`src/rtl/game_pkg.sv`:
```
// game_pkg: shared button indices and attack repeat FSM states.
package game_pkg;
  localparam int NUM_BTN    = 7;
  localparam int BTN_RIGHT  = 0;
  localparam int BTN_LEFT   = 1;
  localparam int BTN_JUMP   = 2;
  localparam int BTN_SQUAT  = 3;
  localparam int BTN_ATTACK = 4;
  localparam int BTN_DEFEND = 5;
  localparam int BTN_SELECT = 6;
  typedef enum logic {ATK_IDLE, ATK_HELD} atk_state_t;
endpackage

```
`src/rtl/button_debounce.sv`:
```
// button_debounce: 2-FF synchronizer, debounce counter and rising-edge detect for one active-low button.
module button_debounce #(
  parameter int DEBOUNCE_CYCLES = 1_000_000
) (
  input  logic clk,
  input  logic rst_n,
  input  logic btn_n,
  output logic level,
  output logic rise
);
  localparam int DW = $clog2(DEBOUNCE_CYCLES);
  logic [1:0]    sync_q;
  logic          stable_q;
  logic          prev_q;
  logic [DW-1:0] cnt_q;
  always_ff @(posedge clk or negedge rst_n) begin
    if (!rst_n) begin
      sync_q   <= '0;
      stable_q <= 1'b0;
      prev_q   <= 1'b0;
      cnt_q    <= '0;
    end else begin
      sync_q <= {sync_q[0], ~btn_n};
      prev_q <= stable_q;
      if (sync_q[1] == stable_q) cnt_q <= '0;
      else if (cnt_q == DW'(DEBOUNCE_CYCLES - 1)) begin
        stable_q <= ~stable_q;
        cnt_q    <= '0;
      end else cnt_q <= cnt_q + 1'b1;
    end
  end
  assign level = stable_q;
  assign rise  = stable_q & ~prev_q;
endmodule

```
`src/rtl/input_ctrl.sv`:
```
// input_ctrl: debounced, gated game-controller inputs with attack auto-repeat.
module input_ctrl
  import game_pkg::*;
#(
  parameter int DEBOUNCE_CYCLES = 1_000_000,
  parameter int REPEAT_CYCLES   = 12_500_000
) (
  input  logic               clk,
  input  logic               rst_n,
  input  logic [NUM_BTN-1:0] i_btn_n,
  input  logic               i_is_gaming,
  output logic               right,
  output logic               left,
  output logic               jump,
  output logic               squat,
  output logic               attack,
  output logic               defend,
  output logic               select
);
  localparam int RW = $clog2(REPEAT_CYCLES);
  logic [NUM_BTN-1:0] lvl;
  logic [NUM_BTN-1:0] rise;
  atk_state_t         state_q, state_d;
  logic [RW-1:0]      rep_q, rep_d;
  logic               atk_pulse;
  for (genvar i = 0; i < NUM_BTN; i++) begin : g_btn
    button_debounce #(.DEBOUNCE_CYCLES(DEBOUNCE_CYCLES)) u_db (
      .clk   (clk),
      .rst_n (rst_n),
      .btn_n (i_btn_n[i]),
      .level (lvl[i]),
      .rise  (rise[i])
    );
  end
  // Leaving HELD never pulses; re-entry needs a fresh debounced press.
  always_comb begin
    state_d   = state_q;
    rep_d     = '0;
    atk_pulse = 1'b0;
    if (state_q == ATK_IDLE) begin
      if (rise[BTN_ATTACK] && i_is_gaming) begin
        state_d   = ATK_HELD;
        atk_pulse = 1'b1;
      end
    end else if (!lvl[BTN_ATTACK] || !i_is_gaming) state_d = ATK_IDLE;
    else begin
      atk_pulse = rep_q == RW'(REPEAT_CYCLES - 1);
      rep_d     = atk_pulse ? '0 : rep_q + 1'b1;
    end
  end
  always_ff @(posedge clk or negedge rst_n) begin
    if (!rst_n) begin
      state_q <= ATK_IDLE;
      rep_q   <= '0;
      right   <= 1'b0;
      left    <= 1'b0;
      jump    <= 1'b0;
      squat   <= 1'b0;
      attack  <= 1'b0;
      defend  <= 1'b0;
      select  <= 1'b0;
    end else begin
      state_q <= state_d;
      rep_q   <= rep_d;
      right   <= lvl[BTN_RIGHT] & ~lvl[BTN_LEFT] & i_is_gaming;
      left    <= lvl[BTN_LEFT] & ~lvl[BTN_RIGHT] & i_is_gaming;
      jump    <= rise[BTN_JUMP] & i_is_gaming;
      squat   <= lvl[BTN_SQUAT] & i_is_gaming;
      attack  <= atk_pulse;
      defend  <= lvl[BTN_DEFEND] & i_is_gaming;
      select  <= rise[BTN_SELECT];
    end
  end
endmodule

```
`config.mk`:
```
export PLATFORM = sky130hd
export DESIGN_NAME = input_ctrl
export DESIGN_NICKNAME = d
export VERILOG_FILES = /design/src/rtl/game_pkg.sv /design/src/rtl/button_debounce.sv /design/src/rtl/input_ctrl.sv
export SDC_FILE = /design/constraint.sdc
export NUM_CORES = 1
export LEC_CHECK = 0
export CAP_MARGIN = 40
export CORE_MARGIN = 2
export CORE_UTILIZATION = 64
export CTS_BUF_LIST = sky130_fd_sc_hd__clkbuf_2 sky130_fd_sc_hd__clkbuf_4 sky130_fd_sc_hd__clkbuf_8
export CTS_CLUSTER_DIAMETER = 50
export DETAILED_ROUTE_END_ITERATION = 8
export PLACE_DENSITY = 0.81
export REMOVE_ABC_BUFFERS = 1
export SLEW_MARGIN = 40
export SYNTH_ARGS = -nofsm -noshare
export SYNTH_HDL_FRONTEND = slang
export SYNTH_HIERARCHICAL = 1
export SYNTH_SLANG_ARGS = --single-unit
```
`constraint.sdc`:
```
create_clock -name clk -period 3.7 [get_ports clk]
set_input_delay 0.74 -clock clk [delete_from_list [all_inputs] [get_ports clk]]
set_output_delay 0.74 -clock clk [all_outputs]
set_load 0.005 [all_outputs]
```
== Yosys cells after proc, flatten, opt, wreduce, memory -nomap -nowiden ==
Index checks and enable logic that the tools add are counted.
Widths: inputs -> output; s select.

* Logic and storage cells: 123
* Output and inout port bits: 7
* Flip-flop bits (word level): 196
* Input port bits: 10

* Muxes and demuxes: 22
* Bitwise operators: 34
* Reductions and logical operators: 11
* Eq/ne operators: 15
* $add $sub $neg: 8

{| class="wikitable"
|+ Operators by type and width
! cell !! count
|-
| $mux 20 || 14
|-
| $add 20x1->20 const B || 7
|-
| $eq 20x20->1 const B || 7
|-
| $mux 24 || 3
|-
| $add 24x1->24 const B || 1
|-
| $eq 24x24->1 const B || 1
|-
| $not 1->1 || 24
|-
| $reduce_and 2->1 || 7
|-
| $and 1x1->1 || 10
|-
| $eq 1x1->1 || 7
|-
| $mux 1 || 5
|-
| $logic_not 1->1 || 2
|-
| $logic_and 1x1->1 || 1
|-
| $logic_or 1x1->1 || 1
|}

== Logic depth before layout (Yosys ltp) ==
Gate-level depths: netlist (run 1).

* Word-level depth: 5
* Depth in mapped cells: 6
* Gate-level depth less buffers: 5

== Cells and area by module ==
Netlist (run 1), hierarchy kept.

{| class="wikitable"
|+ Modules (own cells, without submodules)
! module !! area each (um^2) !! instances !! cells an instance !! sequential area each (um^2)
|-
| button_debounce (g_btn[0].u_db ...) || 1,181.1 || 6 || 110 || 600.6
|-
| input_ctrl || 1,502.7 || 1 || 151 || 800.8
|-
| button_debounce (g_btn[3].u_db) || 1,146.1 || 1 || 111 || 600.6
|}

== Least setup slack after synthesis (run 1) ==
OpenSTA, ideal clock, no wires.

* Path kind: register to register
* Start point: reg rep_q[5]
* End point: reg rep_q[23]
* Setup slack: 1.865 ns
* Required time: 3.622 ns
* Stages on the path, launching flop included: 7
* Arrival time: 1.757 ns
* Buffers on the path: 2
* Clock period less this slack: 1.835 ns
* Library setup time: 0.078 ns
* Cells stage by stage: dfrtp_1 -> buf_2 -> nand3_2 -> or4_1 -> buf_2 -> or4_1 -> a21oi_1

* Word-level cells in the longest chain between the ends: 4
* Elaborated cells on any way between the ends: 5
* Those cells by class: add/sub: 1; eq/ne: 1; mux: 3

{| class="wikitable"
|+ Ends and longest elaborated chain
! element !! RTL line !! source
|-
| start: declaration || input_ctrl.sv:24 || <nowiki>logic [RW-1:0] rep_q, rep_d;</nowiki>
|-
| start signal: assignment || input_ctrl.sv:64 || <nowiki>rep_q <= rep_d;</nowiki>
|-
| $add 24x1->24 or $eq 24x24->1 (tied branches) || input_ctrl.sv:48, input_ctrl.sv:47 ||
|-
| $mux 24 * || input_ctrl.sv:48 || <nowiki>rep_d = atk_pulse ? '0 : rep_q + 1'b1;</nowiki>
|-
| $mux 24 * || input_ctrl.sv:45 || <nowiki>end else if (!lvl[BTN_ATTACK] || !i_is_gaming) state_d = ATK_IDLE;</nowiki>
|-
| $mux 24 * || input_ctrl.sv:40 || <nowiki>if (state_q == ATK_IDLE) begin</nowiki>
|-
| net rep_d[23] || input_ctrl.sv:24 ||
|}

Mark *: on every way through the listed nets, which the timed path passes. The rest lies on a longest branch.
A chain may end at the register's enable or synchronous reset.

== Final worst setup path (run 1) ==
* Start point: reg rep_q[0]
* End point: reg rep_q[22]

The elaborated chain is that of the path after synthesis.

==> summary.txt, run 1 <==
Floorplan
  • I/O pins: 17
  • Core Box Area: 0.01459 mm²
  • Die ar.: 0.01601 mm²
  • Initial Util: 65.87%
  • Die H: 126.5 µm
  • Horiz. Die Dim: 126.5 µm
  • Row count: 44

Pwr
  • Combinational power share: 3.6%
  • Leak pwr: 4.363 nW
  • Worst vdd ir: 0.0003827 V
  • Clk pwr share: 39.7%
  • P_sw: 0.0008872 W
  • Sw Share: 22.98%
  • Internal Pwr Total: 0.002973 W
  • Share of power burned in registers: 56.7%
  • Power Density: 368.0 mW/mm²

Setup path
  • Critical path startpoint category: flop
  • Critical path class: reg -> reg
  • CP max FO: 9
  • CP required: 4.09 ns
  • CP Data Arrival Time: 2.58 ns
  • Crit path capture type: flop
  • CP Launch Point: rep_q[0]
  • R2R Path Start: rep_q[0]

Route
  • Drt via density: 6.076
  • Detail Route Antenna Nets: 0
  • Via count: 6,939
  • Final wirelength: 17.55 mm
  • DRC Markers: 0
  • Iter 0 DRT Violations: 419
  • Drt first pass iters: 5
  • WL/cell: 15.37 µm

Timing
  • Max Freq: 0.4572 GHz
  • Fin. Hold Viols: 0
  • Setup_tns: 0 ns
  • Minimum clock period after layout: 2.187 ns
  • Hold slack final: 0.1313 ns
  • Fin Clk Skew: 0.01042 ns
  • Slew headroom: 56.98%
  • Slew at the pin closest to its max-slew limit: 0.6431 ns
  • RSZ-0062 raised after global routing: no
  • Max-slew violations: 0
  • Setup-failing EPs final: 0
  • Final worst path period share: 59.11%

Clock network
  • Post-CTS Hold Buffers: 0
  • Clk slew on worst S/H paths: 0.10 ns
  • Clock sinks: 196
  • TritonCTS Buffers: 17
  • Post-CTS Resized: 0
  • # H-tree levels: 4
  • Worst skew pair latency: 0.47 ns
  • Clock tree from TritonCTS: done
  • Setup Fix Bufs, Post-CTS: 0
  • Clk buf depth: 2
  • Clk root buf: clkbuf_8

Layout
  • Post-layout nets: 963
  • Number of diodes: 0
  • Share of layout cells above drive strength 1: 12.00%
  • Layout area overhead: 9.139%
  • Register area: 0.004905 mm²
  • Multi-input gate area: 0.004514 mm²
  • FILL cells: 1,047

Synth
  • Post-Synthesis Cells: 914
  • Syn avg cell area: 10.51 µm²
  • Mapped cell area: 0.009610 mm²
  • Ys Warns: 6

Global routing
  • Remaining Overflow, GRT: 0
  • First-pass GRT wire length: 31.06 mm
  • Initial antenna violation count: 0
  • Number of global-route vias before repair: 6,838
  • GR Util All Layers: 23.36%
  • Largest net degree at the start of global routing: 94

Outcome
  • Outcome: finished clean

Job
  • MaxCap Viol Count: 0

Placed design
  • Port bufs: 16
  • Dpl hpwl: 11.89 mm
  • Global placement routability congestion: 0.8099

Worst hold path
  • Worst hold path type: in -> async
-- power by group through the flow --
stage               clock network (W)  registers, W  logic (W)
global route                  0.00165       0.00219   0.000163
floorplan                           0       0.00223  0.0000592
global placement                    0       0.00223   0.000130
CTS                           0.00158       0.00219   0.000141
finish                        0.00153       0.00219   0.000141
detailed placement                  0       0.00223   0.000140
-- path summary, 6_finish.rpt --
| check | slack [ns] | to | depth (start not counted) |
|---|---|---|---|
| setup / recovery | 1.51 | rep_q[22] | 5 |
| hold / removal | 0.13 | rep_q[16] | 1 |
| setup reg to reg | 1.51 | rep_q[22] | 5 |
| hold reg to reg | 0.35 | g_btn[2].u_db/sync_q[1] | 0 |
| max in group asynchronous | 2.61 | g_btn[3].u_db/cnt_q[1] | 3 |
| min in group clk | 0.35 | g_btn[2].u_db/sync_q[1] | 0 |
-- per-layer routing --
metal,up-vias,share of wire [%],GRT usage [%]
li1,3366,-,-
met1,3431,47,32.32
met2,121,48,37.37
met3,21,3.7,5.399
met4,0,1.2,6.852
met5,-,0,0
-- layout make-up --
class / instances / share of cell area [%]
clock buffers: 17 / 2.231
clock inverters: 15 / 2.076
inverters: 19 / 0.6799
multi-input cells: 680 / 43.04
flip-flops and latches: 196 / 46.76
well taps: 184 / 2.195
repair buffers: 31 / 3.018
-- state kept, by name (all words and copies together) (netlist names) --
name               count
g_btn.u_db/cnt_q     140
rep_q                 24
g_btn.u_db/sync_q     14
g_btn.u_db/level       7
g_btn.u_db/prev_q      3
attack                 1
defend                 1
jump                   1
left                   1
right                  1
select                 1
squat                  1
state_q                1
-- metrics by stage --
step | power [W] | util, % | instance area (µm²) | std cells | setup WS [ns]
6_report | 0.003860 | 71.90 | 10490 | 1142 | 1.513
5_1_grt | 0.004007 | 71.90 | 10490 | 1142 | 1.321
4_1_cts | 0.003908 | 71.71 | 10460 | 1141 | 1.519
3_5_place_dp | 0.002372 | 68.61 | 10010 | 1109 | 1.566
3_3_place_gp | 0.002359 | 68.10 | 9935 | 1100 | 1.624
2_1_floorplan | 0.002285 | - | 9480 | 895 | 1.156
-- placed cells by master (no fill, tap or decap), types with 8 or more instances in the layout --
master and count:
buf_4 11, nor3_1 17, clkbuf_8 18, xnor2_1 55, or3_1 10, nor4b_1 9
clkdlybuf4s50_1 15, nor4_1 22, nand2_1 61, o21ai_0 19, or3_2 10, o31ai_1 19
xor2_1 55, ha_1 8, inv_1 19, and3_1 17, a21oi_1 45, nor2_1 128
or4_1 19, dfrtp_1 196, and4_2 8, nand3_1 49, and4_1 16, nand4_1 41
-- worst max-delay path, stage by stage, from the launching register on --
cell and delay (ns):
dfrtp_1 0.42, ha_1 0.25, and4_1 0.28, nand4_1 0.37, or4_1 0.64, a21oi_1 0.16
No activity file was read; power rests on OpenSTA's default activity.
==> run 2: changes to the inputs <==
--- a/config.mk
+++ b/config.mk
@@ -7,11 +7,11 @@
 export LEC_CHECK = 0
 export CAP_MARGIN = 40
 export CORE_MARGIN = 2
-export CORE_UTILIZATION = 64
+export CORE_UTILIZATION = 59
 export CTS_BUF_LIST = sky130_fd_sc_hd__clkbuf_2 sky130_fd_sc_hd__clkbuf_4 sky130_fd_sc_hd__clkbuf_8
 export CTS_CLUSTER_DIAMETER = 50
 export DETAILED_ROUTE_END_ITERATION = 8
-export PLACE_DENSITY = 0.81
+export PLACE_DENSITY = 0.79
 export REMOVE_ABC_BUFFERS = 1
 export SLEW_MARGIN = 40
 export SYNTH_ARGS = -nofsm -noshare
==> constraint.sdc (replaced) <==
create_clock -name clk -period 2 [get_ports clk]
set_input_delay 0.4 -clock clk [delete_from_list [all_inputs] [get_ports clk]]
set_output_delay 0.4 -clock clk [all_outputs]
set_load 0.005 [all_outputs]
==> summary.txt, run 2 (synthesis results as in run 1) <==
Clock network
  • # H-tree levels: 4
  • Worst skew pair latency: 0.47 ns
  • TritonCTS Buffers: 17
  • Clk slew on worst S/H paths: 0.10 ns
  • Clk root buf: clkbuf_8
  • Clock sinks: 196
  • Clk buf depth: 2
  • Clock tree from TritonCTS: done

Outcome
  • Outcome: finished clean

Timing
  • Minimum clock period after layout: 1.900 ns
  • Slew headroom: 61.57%
  • Fin Clk Skew: 0.01489 ns
  • RSZ-0062 raised after global routing: no
  • Final worst path period share: 94.98%
  • Setup_tns: 0 ns
  • Fin worst setup slack: 0.1004 ns
  • Slew at the pin closest to its max-slew limit: 0.5711 ns
  • Setup-failing EPs final: 0
  • Max Freq: 0.5264 GHz
  • Fin. Hold Viols: 0
  • Max-slew violations: 0

Global routing
  • Number of global-route vias before repair: 6,877
  • GR Util All Layers: 21.74%
  • Remaining Overflow, GRT: 0
  • Largest net degree at the start of global routing: 54
  • Initial antenna violation count: 0
  • First-pass GRT wire length: 31.33 mm

Layout
  • Post-layout nets: 990
  • FILL cells: 1,220
  • Largest Register: g_btn.u_db/cnt_q
  • Number of diodes: 0
  • Share of layout cells above drive strength 1: 14.62%
  • Commonest non-fill, non-tap cell in the layout: dfrtp_1
  • Max reg flops: 140
  • Layout area overhead: 10.97%
  • Biggest regs: g_btn.u_db/cnt_q: 140 flops, rep_q: 24 flops, g_btn.u_db/sync_q: 14 flops
  • Commonest cells after routing, fill and taps aside: dfrtp_1 (196), nor2_1 (128), nand2_1 (61)
  • Final Util: 67.14%

Route
  • Detail Route Antenna Nets: 0
  • DRC Markers: 0
  • Via count: 6,910
  • WL/cell: 14.57 µm
  • Drt via density: 5.754
  • Final wirelength: 17.50 mm
  • Drt first pass iters: 4
  • Iter 0 DRT Violations: 503

Setup path
  • Critical path startpoint category: flop
  • Crit path capture type: flop
  • CP max FO: 5
  • R2R setup slack: 0.10 ns
  • Critical path class: reg -> reg
  • CP required: 2.40 ns
  • CP Data Arrival Time: 2.30 ns

Placed design
  • Global placement routability congestion: 0.8146
  • Post-place setup slack: 0.06962 ns
  • Dpl hpwl: 12.12 mm
  • Port bufs: 16

Pwr
  • Combinational power share: 4.0%
  • P_sw: 0.001579 W
  • Internal Pwr Total: 0.005192 W
  • Share of power burned in registers: 59.8%
  • Worst vdd ir: 0.0004752 V
  • Clk pwr share: 36.3%
  • Leak pwr: 4.456 nW
  • Sw Share: 23.32%
  • Power Density: 634.9 mW/mm²

Worst hold path
  • Worst hold path type: reg -> reg

Floorplan
  • Core Box Area: 0.01589 mm²
  • I/O pins: 17
  • Die ar.: 0.01733 mm²
  • Die H: 131.6 µm
  • Initial Util: 60.50%
  • Row count: 46
  • Horiz. Die Dim: 131.6 µm

Job
  • MaxCap Viol Count: 0
-- run 2: changes by cell type in the layout (fill, tap and decap cells not counted), moves of 2 or more --
| cell | before | now |
|---|---|---|
| clkbuf_8 | 18 | 20 |
| clkbuf_4 | 0 | 2 |
| clkinv_4 | 2 | 0 |
| buf_4 | 11 | 38 |
| bufinv_16 | 4 | 1 |
| buf_12 | 1 | 3 |
| clkinv_2 | 1 | 4 |
| inv_8 | 3 | 1 |
| buf_6 | 2 | 0 |
-- run 2: per-stage QoR --
| stage | area [µm²] | total power (W) | hold WS (ns) | cells |
|---|---|---|---|---|
| global route | 10670 | 0.007072 | 0.3667 | 1201 |
| CTS | 10640 | 0.006863 | 0.3572 | 1199 |
| detailed placement | 10250 | 0.004401 | 0.3355 | 1166 |
| global placement | 10250 | 0.004394 | 0.3363 | 1166 |
| finish | 10670 | 0.006771 | 0.3559 | 1201 |
| floorplan | 9480 | 0.004227 | 0.1044 | 895 |
-- run 2: repair_timing --
item / CTS / global route
setup endpoints to repair: 0 / 10
gates resized for setup: 0 / 3
endpoints found under the hold margin: 49 / 0
buffers inserted: 0 / 2
hold buffers: 1 / 0
-- run 2: layout make-up --
| cell class | count | area, µm² | area share, % |
|---|---|---|---|
| inverter | 19 | 71.32 | 0.6687 |
| sequential | 196 | 4905 | 45.99 |
| clock buffer | 21 | 276.5 | 2.593 |
| multi-input combinational | 680 | 4522 | 42.40 |
| clock inverter | 11 | 101.3 | 0.9503 |
| tap | 216 | 270.3 | 2.534 |
| timing repair buffer | 58 | 519.2 | 4.869 |
-- run 2: power groups by stage --
stage          Combinational (W)  Clock [W]  Sequential (W)
6_report                0.000268    0.00245         0.00405
5_1_grt                 0.000310    0.00270         0.00406
4_1_cts                 0.000278    0.00254         0.00405
3_5_place_dp            0.000274          0         0.00413
3_3_place_gp            0.000270          0         0.00412
2_1_floorplan           0.000110          0         0.00412
-- run 2: path summary, 6_finish.rpt --
path,start,to,cells past startpoint
max in group asynchronous,rst_n,g_btn[3].u_db/cnt_q[4],3
min,g_btn[3].u_db/sync_q[0],g_btn[3].u_db/sync_q[1],0
max reg2reg,rep_q[0],rep_q[16],6
min in group asynchronous,rst_n,g_btn[5].u_db/cnt_q[19],2
min reg2reg,g_btn[3].u_db/sync_q[0],g_btn[3].u_db/sync_q[1],0
max,rep_q[0],rep_q[16],6
-- run 2: per-layer routing --
layer  GRT usage, %  vias to the layer above  routed length [µm]  share of wire (%)
met4          6.944                        0                 191                1.1
met2          35.17                       75                8625                 49
li1               -                     3417                   -                  -
met3          4.707                       12                 408                2.3
met1          29.47                     3406                8271                 47
met5              0                        -                   0                  0
-- run 2: critical path: stages (launching register included) --
cell and delay [ns]:
dfrtp_1 0.41, ha_2 0.23, and4_2 0.27, nand4_1 0.20, buf_4 0.22, or3_1 0.34, a21oi_1 0.15
==> run 3: changes to the inputs <==
--- a/config.mk
+++ b/config.mk
@@ -5,13 +5,14 @@
 export SDC_FILE = /design/constraint.sdc
 export NUM_CORES = 1
 export LEC_CHECK = 0
+export ABC_CLOCK_PERIOD_IN_PS = 2000
 export CAP_MARGIN = 40
 export CORE_MARGIN = 2
 export CORE_UTILIZATION = 59
 export CTS_BUF_LIST = sky130_fd_sc_hd__clkbuf_2 sky130_fd_sc_hd__clkbuf_4 sky130_fd_sc_hd__clkbuf_8
 export CTS_CLUSTER_DIAMETER = 50
 export DETAILED_ROUTE_END_ITERATION = 8
-export PLACE_DENSITY = 0.79
+export PLACE_DENSITY_LB_ADDON = 0.3
 export REMOVE_ABC_BUFFERS = 1
 export SLEW_MARGIN = 40
 export SYNTH_ARGS = -nofsm -noshare
==> summary.txt, run 3 (synthesis results as in run 1) <==
Outcome
  • Outcome: finished clean

Floorplan
  • I/O pins: 17
  • Die H: 131.6 µm
  • Die ar.: 0.01733 mm²
  • Row count: 46
  • Initial Util: 60.50%
  • Horiz. Die Dim: 131.6 µm
  • Core Box Area: 0.01589 mm²

Layout
  • Commonest cells after routing, fill and taps aside: dfrtp_1 (196), nor2_1 (128), nand2_1 (61)
  • Number of diodes: 0
  • Share of layout cells above drive strength 1: 14.55%
  • Max reg flops: 140
  • Final Util: 67.59%
  • Register area: 0.004905 mm²
  • Largest Register: g_btn.u_db/cnt_q
  • Post-layout nets: 988
  • Final std cells w/o fill: 1,199
  • Biggest regs: g_btn.u_db/cnt_q: 140 flops, rep_q: 24 flops, g_btn.u_db/sync_q: 14 flops
  • Layout area overhead: 11.72%
  • FILL cells: 1,283
  • Multi-input gate area: 0.004527 mm²
  • Commonest non-fill, non-tap cell in the layout: dfrtp_1

Setup path
  • Crit path capture type: flop
  • CP max FO: 5
  • Critical path class: reg -> reg
  • R2R setup slack: 0.08 ns
  • CP required: 2.39 ns
  • Critical path startpoint category: flop
  • CP Data Arrival Time: 2.31 ns

Global routing
  • Initial antenna violation count: 0
  • Number of global-route vias before repair: 6,812
  • Remaining Overflow, GRT: 0
  • GR Util All Layers: 21.76%
  • Largest net degree at the start of global routing: 63
  • First-pass GRT wire length: 31.33 mm

Timing
  • Fin. Hold Viols: 0
  • Minimum clock period after layout: 1.919 ns
  • Final worst path period share: 95.95%
  • Slew at the pin closest to its max-slew limit: 0.5987 ns
  • Setup-failing EPs final: 0
  • Setup_tns: 0 ns
  • Fin Clk Skew: 0.01620 ns
  • Max Freq: 0.5211 GHz
  • Max-slew violations: 0
  • Slew headroom: 59.72%

Pwr
  • Share of power burned in registers: 57.0%
  • Worst vdd ir: 0.0005390 V
  • Total power: 0.007107 W
  • Combinational power share: 3.9%
  • Leak pwr: 4.488 nW
  • Internal Pwr Total: 0.005519 W
  • P_sw: 0.001589 W
  • Power Density: 662.0 mW/mm²
  • Clk pwr share: 39.2%
  • Sw Share: 22.35%

Route
  • Via count: 6,947
  • Detail Route Antenna Nets: 0
  • Metal3 WL: 460 µm
  • Drt first pass iters: 5
  • Final wirelength: 17.66 mm
  • DRC Markers: 0
  • Met1 wire length: 8.531 mm
  • Drt via density: 5.794
  • WL/cell: 14.73 µm
  • Met2 WL post-DR: 8.449 mm
  • Highest routed layer: met4
  • Iter 0 DRT Violations: 417

Clock network
  • Clock sinks: 196
  • Clk root buf: clkbuf_8
  • # H-tree levels: 4
  • Clk slew on worst S/H paths: 0.09 ns
  • Clk buf depth: 2
  • TritonCTS Buffers: 17
  • Clock tree from TritonCTS: done
  • Worst skew pair latency: 0.47 ns

Job
  • MaxCap Viol Count: 0

Placed design
  • DP Cell Count: 1,165
  • Dpl hpwl: 12.00 mm
  • Port bufs: 16
  • Global placement routability congestion: 0.8093

Worst hold path
  • Worst hold path type: reg -> reg
run 3: cell types whose count changed in the layout (fill, tap and decap cells not counted), moves of 2 or more:
cell	before	now
buf_4	38	34
buf_12	3	5
bufinv_16	1	4
clkinvlp_4	3	1
run 3: per-stage QoR:
stage	setup slack, ns	instance area (µm²)	hold WS (ns)
global route	-0.02159	10740	0.3670
finish	0.08095	10740	0.3551
CTS	0.04909	10720	0.3572
floorplan	-0.5438	9480	0.1044
global placement	0.1153	10270	0.3322
detailed placement	0.06632	10270	0.3347
run 3: repair_timing:
item                       in CTS  in global routing
setup buffers                   0                  1
setup endpoints to repair       0                  7
gates resized for setup         0                  4
hold endpoints to repair       57                  0
hold buffers                    1                  0
run 3: area by class of cell:
type | instances | share of cell area, %
Clock buffer | 19 | 2.377
Inverter | 19 | 0.6643
Clock inverter | 13 | 1.666
Tap cell | 216 | 2.517
Multi-Input combinational cell | 680 | 42.16
Timing Repair Buffer | 56 | 4.930
Sequential cell | 196 | 45.68
run 3: per-layer routing:
layer	up-vias	GRT usage [%]
li1	3417	-
met1	3425	30.13
met2	86	34.87
met3	19	3.819
met4	0	7.609
met5	-	0
run 3: path summary, 6_finish.rpt:
path / from / to / cells past startpoint
setup / recovery: rep_q[0] / rep_q[22] / 5
hold / removal: g_btn[3].u_db/sync_q[0] / g_btn[3].u_db/sync_q[1] / 0
setup reg to reg: rep_q[0] / rep_q[22] / 5
hold reg to reg: g_btn[3].u_db/sync_q[0] / g_btn[3].u_db/sync_q[1] / 0
max in group asynchronous: rst_n / g_btn[6].u_db/cnt_q[0] / 3
min in group asynchronous: rst_n / g_btn[5].u_db/cnt_q[9] / 2
run 3: power groups by stage:
stage          Clock [W]  Combinational, W  Sequential [W]
2_1_floorplan          0          0.000110         0.00412
3_3_place_gp           0          0.000277         0.00412
3_5_place_dp           0          0.000279         0.00413
4_1_cts          0.00284          0.000283         0.00405
5_1_grt          0.00302          0.000318         0.00406
6_report         0.00279          0.000274         0.00405
run 3: worst max-delay path, cell delays in order, from the launching register on:
cell and delay, ns:
dfrtp_1 0.40, ha_2 0.23, and4_4 0.25, nand4_1 0.25, or4_4 0.58, a21oi_1 0.14
==> patch (config.mk and constraints of run 2) <==
The parameter `REPEAT_CYCLES` goes from 12_500_000 to 25_000_000.
--- a/src/rtl/input_ctrl.sv
+++ b/src/rtl/input_ctrl.sv
@@ -4,5 +4,5 @@
 #(
   parameter int DEBOUNCE_CYCLES = 1_000_000,
-  parameter int REPEAT_CYCLES   = 12_500_000
+  parameter int REPEAT_CYCLES   = 25_000_000
 ) (
   input  logic               clk,
Function: same outputs for any inputs over 10 cycles, from zero or initial values and one cycle with rst_n low; that may be too few to reach the edited logic, so the function may still have changed.
==> patch against run 2 <==
Critical path depth is 1 lower; cell count shrank 0.50%; area after synthesis increased by 0.62%; power grew 0.33%; hold slack is essentially flat; worst setup slack got worse by 19 ps; routed wire length down 0.62%; global-route usage shrank 0.59 points; cell area increased by 0.21%; sequential cell count is 1 higher.
==> patch: results (changes against run 2) <==
vias in the first global route=6779 (-1.4%); largest net degree at the start of global routing=54 (unchanged); Reg clk slew, reported paths=90 ps; hold crit path type=register to register; RD Place Congestion=0.804 (-1.3%); R2R Path End=rep_q[16]$_DFF_PN0_; Area after DPL=10300 um^2 (+0.18%); Via density=5.78 (+0.41%); clk root buf=clkbuf_8; FF-to-FF path depth=5 (-1); Critical Path End=rep_q[16]$_DFF_PN0_; GR Util All Layers=21.2% (-0.59 points); Non-Filler Instances=1195 (-0.50%); first-pass GRT wire length=30.8 mm (-1.6%); clk_skew=6.71 ps (-8.18 ps); Pre-antenna DRT Iters=5 (+1); clock latency on the worst-skew pair=460 ps; CTS HTree Levels=4 (unchanged); worst slack, placed=-37.6 ps (-107 ps); Leak Pwr=4.47 nW (+0.40%); initial antenna violation count=0 (unchanged); n_diodes=0 (unchanged); share of cells above drive strength 1=13.8% (-0.83 points); TritonCTS buffer count=17 (unchanged); Hold Path Sink=g_btn[2].u_db/sync_q[1]$_DFF_PN0_; Worst Setup SP=rep_q[5]$_DFF_PN0_; syn_area_per_cell=10.6 um^2 (+0.51%); hold_sp=g_btn[2].u_db/sync_q[0]$_DFF_PN0_; worst-margin pin slew=477 ps (-94.6 ps); Total Routed Length=17.4 mm (-0.62%); Worst VDD drop=0.622 mV (+31%); Largest regs=g_btn.u_db/cnt_q (140), rep_q (25), g_btn.u_db/sync_q (14); DR iter-0 viols=312 (-38%); hpwl dp=11.9 mm (-2.0%); worst-path fanout max=8 (+3); Nets=984 (-0.61%); worst setup margin=81.7 ps (-18.8 ps); status=complete, no violations
-- patch: power by group --
group | internal, mW | total, mW | switching, mW
clock network | 1.12 | 2.46 | 1.35
registers | 4.03 | 4.07 | 0.0397
logic | 0.0954 | 0.262 | 0.167
-- patch: layout make-up --
| class | instances | area [um^2] |
|---|---|---|
| fill | 1229 | 5260 |
| sequential | 197 | 4930 |
| multi-input combinational | 679 | 4550 |
| timing repair buffer | 51 | 479 |
| clock buffer | 21 | 289 |
| tap | 216 | 270 |
| clock inverter | 11 | 96.3 |
| inverter | 20 | 75.1 |
-- patch: routing by layer --
layer  vias up  wire, um  global-route usage, %  share of wire [%]
li1       3404         -                      -                  -
met2        84      8740                   35.2                 50
met5         -         0                      0                  0
met4         0       216                   6.76                1.2
met1      3396      8000                   28.2                 46
met3        20       429                   4.04                2.5
-- patch: what timing repair did --
item                                    in CTS  in global routing
pin swaps                                    0                  3
hold buffers                                 1                  0
hold endpoints to repair                    46                  0
endpoints found under the setup margin       2                  3
resized for setup                            1                  0
setup buffers                                0                  2
-- patch: stage by stage --
stage	hold slack (ps)	utilization [%]
after CTS	357	66.9
after floorplan	104	-
final	355	67.0
after global placement	334	64.4
after global routing	364	67.0
after detailed placement	336	64.4
-- patch: worst max-delay path, cell delays in order, from the launching register on --
cell and delay (ps):
dfrtp_1 450, nand4_4 130, or4_4 600, buf_4 170
or3_1 340, a21oi_1 150
